<file path="config.mk">
export PLATFORM = sky130hd
export DESIGN_NAME = fetch_unit
export DESIGN_NICKNAME = d
export VERILOG_FILES = /design/src/rtl/fetch_unit.sv
export SDC_FILE = /design/constraint.sdc
export NUM_CORES = 1
export LEC_CHECK = 0
export BUFFER_PORTS_ARGS = -buffer_cell sky130_fd_sc_hd__buf_2
export CORE_MARGIN = 2
export CORE_UTILIZATION = 42
export CTS_CLUSTER_DIAMETER = 50
export DETAILED_ROUTE_END_ITERATION = 10
export PLACE_DENSITY = 0.81
export SETUP_SLACK_MARGIN = 0.1
export SLEW_MARGIN = 20
export SYNTH_ARGS = -nofsm -noshare
export SYNTH_HDL_FRONTEND = slang
export SYNTH_SLANG_ARGS = --single-unit
</file>
<file path="constraint.sdc">
create_clock -name CLK -period 1.8 [get_ports CLK]
set_input_delay 0.36 -clock CLK [delete_from_list [all_inputs] [get_ports CLK]]
set_output_delay 0.36 -clock CLK [all_outputs]
set_load 0.1 [all_outputs]
</file>
<file path="src/rtl/fetch_unit.sv">
// Program-counter sequencer: arms on Start, runs sequential/branch fetch until a
// halt word, and keeps saturating cycle and taken-branch counts per run.
module fetch_unit (
   input  logic        CLK,
   input  logic        Reset,
   input  logic        Start,
   input  logic [9:0]  StartAddr,
   input  logic [8:0]  Instruction,
   input  logic        BeqEn,
   input  logic        BtrEn,
   input  logic        Zero,
   input  logic        Flag,
   input  logic [9:0]  Target,
   output logic [9:0]  PC,
   output logic        Running,
   output logic        Done,
   output logic [15:0] CycleCt,
   output logic [7:0]  TakenCt
);

   localparam int unsigned AW = 10;
   localparam int unsigned IW = 9;
   localparam int unsigned CW = 16;
   localparam int unsigned TW = 8;

   localparam logic [1:0] S_IDLE  = 2'd0;
   localparam logic [1:0] S_ARMED = 2'd1;
   localparam logic [1:0] S_RUN   = 2'd2;
   localparam logic [1:0] S_DONE  = 2'd3;

   // Halt is any non-create word whose opcode nibble is all ones.
   localparam logic [IW-1:0] HALT_MASK = IW'(9'h1F0);
   localparam logic [IW-1:0] HALT_WORD = IW'(9'h0F0);

   logic [1:0]    state, state_nx;
   logic [AW-1:0] pc_nx;
   logic [CW-1:0] cyc_nx;
   logic [TW-1:0] tak_nx;
   logic          halt, taken;

   assign halt  = (Instruction & HALT_MASK) == HALT_WORD;
   assign taken = (BeqEn & Zero) | (BtrEn & Flag);

   always_ff @(posedge CLK) begin
      if (!Reset) begin
         state   <= S_IDLE;
         PC      <= '0;
         CycleCt <= '0;
         TakenCt <= '0;
         Running <= 1'b0;
         Done    <= 1'b0;
      end else begin
         state   <= state_nx;
         PC      <= pc_nx;
         CycleCt <= cyc_nx;
         TakenCt <= tak_nx;
         Running <= (state_nx == S_RUN);
         Done    <= (state_nx == S_DONE);
      end
   end

   // Next-state and register update; Start dominates in every state.
   always_comb begin
      state_nx = state;
      pc_nx    = PC;
      cyc_nx   = CycleCt;
      tak_nx   = TakenCt;
      case (state)
         S_IDLE, S_DONE: begin
            if (Start) begin
               state_nx = S_ARMED;
               pc_nx    = StartAddr;
               cyc_nx   = '0;
               tak_nx   = '0;
            end
         end
         S_ARMED: begin
            cyc_nx = '0;
            tak_nx = '0;
            if (Start) pc_nx = StartAddr;
            else       state_nx = S_RUN;
         end
         S_RUN: begin
            if (Start) begin
               state_nx = S_ARMED;
               pc_nx    = StartAddr;
               cyc_nx   = '0;
               tak_nx   = '0;
            end else begin
               cyc_nx = (CycleCt == '1) ? CycleCt : CycleCt + CW'(1);
               if (halt) begin
                  state_nx = S_DONE;
               end else if (taken) begin
                  pc_nx  = Target;
                  tak_nx = (TakenCt == '1) ? TakenCt : TakenCt + TW'(1);
               end else begin
                  pc_nx = PC + AW'(1);
               end
            end
         end
         default: state_nx = S_IDLE;
      endcase
   end

endmodule

</file>
==> impl_metrics.py, run 1 <==
metrics = {
    "sta": {
        "timing.final.hold_violations": 0,
        "finalCriticalPeriod_ns": 1.66,
        "min_period_over_period_pct": 92.4,
        "maxSlewHeadroom_pct": 67.6,
        "setup_viol_count_final": 0,
        "drv_slew": 0,
        "rsz0062_at_grt": "yes",
        "hold-worst-slack_ns": 0.382,
        "max_freq_mhz": 601,
        "skew_ns": 0.00524,
        "tightest_slew_ns": 0.489,
    },
    "worst_setup_path": {
        "path_class": "register to register",
        "required_ns": 1.98,
        "crit_fanout": 7,
        "r2r_slack_ns": 0.14,
        "end_kind": "register",
        "worstPathArrival_ns": 1.85,
        "start_kind": "register",
    },
    "clocking": {
        "cts.path.max_buffers": 2,
        "htree_levels": 2,
        "clkLatencyLatePin_ns": 0.29,
        "path_clk_slew_ns": 0.07,
        "root_buffer": "clkbuf_8",
        "cts_inserted_buffers": 5,
        "holdBufCountCts": 0,
        "cts_tree": "yes",
        "cts.sinks": 38,
    },
    "global_routing": {
        "grt_pass1_vias": 1940,
        "use_met3_pct": 4.15,
        "grt_antenna_before_repair": 0,
        "busiest_layer": "met2",
        "grt_max_degree": 17,
        "grt_util_met2_pct": 32.6,
        "grt_overflow": 0,
        "gr-usage-met1_pct": 26.8,
        "grt_use_total_pct": 20.2,
        "grt_pass1_wl_microns": 8750,
    },
    "floorplan": {
        "die-area_sq_um": 5630,
        "rows": 25,
        "core_sq_um": 4790,
        "ioPinCount": 72,
        "die_height_microns": 75.1,
        "initial_core_util_pct": 44.3,
        "die_w_microns": 75.1,
    },
    "power_and_ir_drop": {
        "p_per_area_nw_per_um2": 630,
        "ir_drop_mv": 0.452,
        "leakagePower_nw": 1.22,
    },
    "routing": {
        "routed_wl_microns": 5630,
        "routed-via-count": 2217,
        "vias_per_cell": 5.36,
        "antenna_left": 0,
        "post_drt_wl_per_cell_microns": 13.6,
        "firstDrtPassIters": 4,
        "drc": 0,
        "drt_iter0_drc": 97,
    },
    "placed_design": {
        "gp_congestion": 0.872,
        "dp_hpwl_microns": 3990,
        "numPortBuffers": 67,
    },
    "synthesis": {
        "synth_cells": 258,
        "synth.distinct_cells": 50,
        "synth_area_per_cell_sq_um": 8.22,
        "yosysSeqAreaShare_pct": 35.9,
        "syn_area_sq_um": 2120,
        "synth_top_flop_cell": "dfxtp_1",
        "yosysWarnings": 0,
        "synth.net_count": 299,
        "ys_async_sr_fraction_pct": 0,
        "synth_seq_cells": 38,
        "synth-edff-count": 0,
    },
    "flow_run": {
        "maxCapViolCount": 0,
    },
    "hold_path": {
        "min-delay-path-class": "input pin to register",
    },
    "final_layout": {
        "final_common_cell": "buf_2",
        "seqCellArea_sq_um": 862,
        "diodes": 0,
        "final_cell_mix": "buf_2, nor2_1, buf_4",
        "drive_gt1_share_pct": 47.8,
        "area_delta_synth_final_pct": 39.8,
        "final_util_pct": 62.0,
        "fillers": 424,
        "final_nets": 387,
        "multi_input_comb_area_sq_um": 1360,
    },
    "outcome": {
        "status": "finished, final reports clean",
    },
}
critical path: stages, from the launching register on:
cell      delay, ns
dfxtp_2        0.34
inv_2          0.04
ha_4           0.16
buf_4          0.14
nor2b_2        0.15
buf_4          0.16
buf_4          0.13
buf_4          0.12
a221oi_1       0.23
nor3_1         0.08
sequential cells by signal, indices dropped and copies added (netlist names):
register,count
Running,1
CycleCt,16
Done,1
TakenCt,8
state,2
PC,10
cell type report:
cell class                 count  share of cell area, %
multi-input combinational    198                   45.8
sequential                    38                   29.1
timing repair buffer          93                   17.9
clock buffer                   7                   2.91
tap                           67                   2.83
inverter                      10                   1.27
clock inverter                 1                  0.169
path summary, 6_finish.rpt:
kind / depth (start not counted) / from / endpoint
worst max-delay path: 9 / state[0] / PC[0]
worst min-delay path: 3 / StartAddr[9] / PC[9]
worst min register to register: 2 / TakenCt[7] / TakenCt[7]
worst max register to register: 9 / state[0] / PC[0]
logic make-up after synthesis:
kind of cell | share of synthesized area (%)
AND/OR/NAND/NOR | 25.5
multiplexers | 1.00
XOR/XNOR | 7.43
AO/OA/AOI/OAI | 22.1
buffers and inverters | 5.19
flip-flops | 35.9
adder cells (fa/ha/maj) | 2.95
what timing repair did:
action                                  in CTS  in global routing
gates cloned                                 0                  1
pin swaps                                    2                  7
buffers inserted                             2                  6
endpoints found under the setup margin       9                 21
resized for setup                            7                 10
power by group:
| group | total [mW] | leakage [nW] | switching, mW | internal (mW) |
|---|---|---|---|---|
| Clock | 0.604 | 0.0482 | 0.295 | 0.309 |
| Sequential | 0.863 | 0.332 | 0.0278 | 0.835 |
| Combinational | 0.401 | 0.840 | 0.265 | 0.135 |
| Total | 1.87 | 1.22 | 0.588 | 1.28 |
through the flow:
step | cell area (sq um) | cells | worst slack, ns | setup TNS, ns | total power, mW
2_1_floorplan | 2270 | 258 | -0.0283 | -0.0490 | 1.15
3_3_place_gp | 2750 | 397 | 0.0622 | 0 | 1.25
3_5_place_dp | 2750 | 397 | 0.00746 | 0 | 1.26
4_1_cts | 2880 | 407 | 0.112 | 0 | 1.86
5_1_grt | 2970 | 414 | 0.0606 | 0 | 1.96
6_report | 2970 | 414 | 0.137 | 0 | 1.87
synthesized netlist by cell type (2+ instances only):
cell      count  area share, %
a221oi_1      2           0.83
o21ai_1       2           0.47
a21oi_1      13            3.1
buf_2         4           0.94
o211ai_1      8            2.8
or3_1         6            1.8
a31oi_1       3           0.89
a21o_1        2           0.71
dfxtp_1      38             36
nand2_1      17            3.0
nand4_1       7            2.1
nor3_1       10            2.4
nor2b_1       4            1.2
nor2_1       32            5.7
inv_1        10            1.8
ha_1          5            2.9
buf_6         3            1.6
a211oi_1      7            2.5
nand4b_1      2           0.83
clkbuf_1      5           0.89
xnor2_1       5            2.1
and3_1        3           0.89
nand2b_1      2           0.59
xor2_1       13            5.4
o221a_2       2            1.1
nand3_1      13            3.1
o21ai_0      14            3.3
or4_1         3            1.1
o21ai_2       2           0.83
routing by layer:
| metal | wire length [microns] | part of all wire [%] |
|---|---|---|
| met1 | 2480 | 44 |
| met2 | 2810 | 50 |
| met3 | 302 | 5.4 |
| met4 | 41 | 0.73 |
| met5 | 0 | 0 |
(Power assumes the default switching activity.)
==> inputs of run 2 (changes only) <==
--- a/config.mk
+++ b/config.mk
@@ -10,6 +10,7 @@
 export CORE_UTILIZATION = 42
 export CTS_CLUSTER_DIAMETER = 50
 export DETAILED_ROUTE_END_ITERATION = 10
+export GPL_TIMING_DRIVEN = 0
 export PLACE_DENSITY = 0.81
 export SETUP_SLACK_MARGIN = 0.1
 export SLEW_MARGIN = 20
==> impl_metrics.py, run 2 (synthesis gave the netlist of run 1 again) <==
metrics = {
    "clocking": {
        "cts.path.max_buffers": 2,
        "path_clk_slew_ns": 0.07,
        "cts_tree": "yes",
        "cts_inserted_buffers": 5,
        "htree_levels": 2,
        "root_buffer": "clkbuf_8",
        "clkLatencyLatePin_ns": 0.29,
        "cts.sinks": 38,
    },
    "power_and_ir_drop": {
        "p_per_area_nw_per_um2": 587,
        "leakagePower_nw": 1.32,
        "ir_drop_mv": 0.549,
    },
    "final_layout": {
        "final_util_pct": 66.5,
        "diodes": 0,
        "top_register": "CycleCt",
        "largest_registers": "CycleCt (16), PC (10), TakenCt (8)",
        "final_common_cell": "buf_2",
        "drive_gt1_share_pct": 51.4,
        "area_delta_synth_final_pct": 50.1,
        "final_cell_mix": "buf_2, nor2_1, buf_4",
        "final_nets": 404,
        "largest_reg_flops": 16,
        "stdcell_area_sq_um": 3180,
    },
    "sta": {
        "timing.final.hold_violations": 0,
        "min_period_over_period_pct": 99.2,
        "worst_slack_ns": 0.0145,
        "rsz0062_at_grt": "yes",
        "tightest_slew_ns": 0.544,
        "max_freq_mhz": 560,
        "hold-worst-slack_ns": 0.401,
        "finalCriticalPeriod_ns": 1.79,
        "maxSlewHeadroom_pct": 63.5,
        "setup_viol_count_final": 0,
        "drv_slew": 0,
        "tns_ns": 0,
        "skew_ns": 0.00561,
    },
    "global_routing": {
        "grt_antenna_before_repair": 0,
        "grt_use_total_pct": 21.0,
        "grt_pass1_wl_microns": 9160,
        "grt_overflow": 0,
        "grt_max_degree": 12,
        "grt_pass1_vias": 2014,
    },
    "placed_design": {
        "gp_congestion": 0.847,
        "place_area_sq_um": 2690,
        "dp_slack_ns": -0.161,
        "numPortBuffers": 66,
        "dp_hpwl_microns": 4110,
    },
    "routing": {
        "drc": 0,
        "antenna_left": 0,
        "post_drt_wl_per_cell_microns": 15.9,
        "routed_wl_microns": 6840,
        "routed-via-count": 2449,
        "vias_per_cell": 5.68,
        "firstDrtPassIters": 7,
        "drt_iter0_drc": 226,
    },
    "floorplan": {
        "core_sq_um": 4790,
        "die_height_microns": 75.1,
        "die_w_microns": 75.1,
        "rows": 25,
        "ioPinCount": 72,
        "die-area_sq_um": 5630,
        "initial_core_util_pct": 44.3,
    },
    "worst_setup_path": {
        "crit_start": "state[0]",
        "end_kind": "register",
        "r2r-start": "state[0]",
        "start_kind": "register",
        "r2r_end": "CycleCt[0]",
        "crit_fanout": 7,
        "required_ns": 1.98,
        "r2r_slack_ns": 0.01,
        "path_class": "register to register",
        "ff2ff_path_depth": 9,
        "endpoint": "CycleCt[0]",
        "worstPathArrival_ns": 1.97,
    },
    "flow_run": {
        "maxCapViolCount": 0,
    },
    "outcome": {
        "status": "finished, final reports clean",
    },
    "hold_path": {
        "min-delay-path-class": "input pin to register",
    },
}
-- run 2: cell types whose count changed in the layout (fill, tap and decap cells not counted), sizes merged --
cell / delta
clkbuf: +5
clkinv: +1
clkdlybuf4s15: +1
buf: +10
-- run 2: repair_timing --
| action | CTS | global route |
|---|---|---|
| setup buffers | 10 | 19 |
| pin swaps | 5 | 20 |
| resized for setup | 9 | 29 |
| gates cloned | 0 | 3 |
| endpoints found under the setup margin | 20 | 28 |
| hold buffers | 0 | 0 |
-- run 2: where the power goes --
group	leakage [nW]	total, mW	switching [mW]	internal, mW
combinational	0.949	0.441	0.288	0.153
clock	0.0426	0.564	0.298	0.266
sequential	0.332	0.863	0.0275	0.835
-- run 2: how the worst min path moves through the flow --
| stage | endpoint | start | cells past startpoint | slack (ns) |
|---|---|---|---|---|
| 3_5_place_dp | TakenCt[7] | TakenCt[7] | 2 | 0.49 |
| 4_1_cts | PC[9] | StartAddr[9] | 3 | 0.38 |
| 5_1_grt | PC[5] | Reset | 2 | 0.41 |
| 2_1_floorplan | state[0] | state[0] | 2 | 0.52 |
| 3_3_place_gp | TakenCt[7] | TakenCt[7] | 2 | 0.48 |
| 6_report | PC[7] | StartAddr[7] | 3 | 0.40 |
-- run 2: per-stage QoR --
stage	total power, mW	instances
finish	1.87	431
global route	1.94	431
CTS	1.82	409
detailed placement	1.24	391
global placement	1.23	391
floorplan	1.15	258
-- run 2: worst max-delay path: stages, from the launching register on --
cell and delay, ns:
dfxtp_2 0.33, inv_2 0.06, ha_4 0.17, nand2b_4 0.06, or3_4 0.32, buf_6 0.15, buf_4 0.14, o21ai_2 0.18
xor2_1 0.21, nor2_1 0.06
-- run 2: layer usage --
metal | global-route usage, % | vias to the layer above | wire, microns
li1 | - | 1153 | -
met1 | 28.2 | 1165 | 2880
met2 | 34.1 | 104 | 3400
met3 | 2.95 | 27 | 364
met4 | 7.94 | 0 | 189
met5 | 0 | - | 0
-- run 2: cell type report --
type                       instances  area (sq um)
sequential                        38           862
multi-input combinational        198          1420
buffer                            12          88.8
tap                               67          83.8
clock inverter                     2          8.76
clock buffer                       6          72.6
timing repair buffer              98           609
fill                             381          1600
inverter                          10          37.5
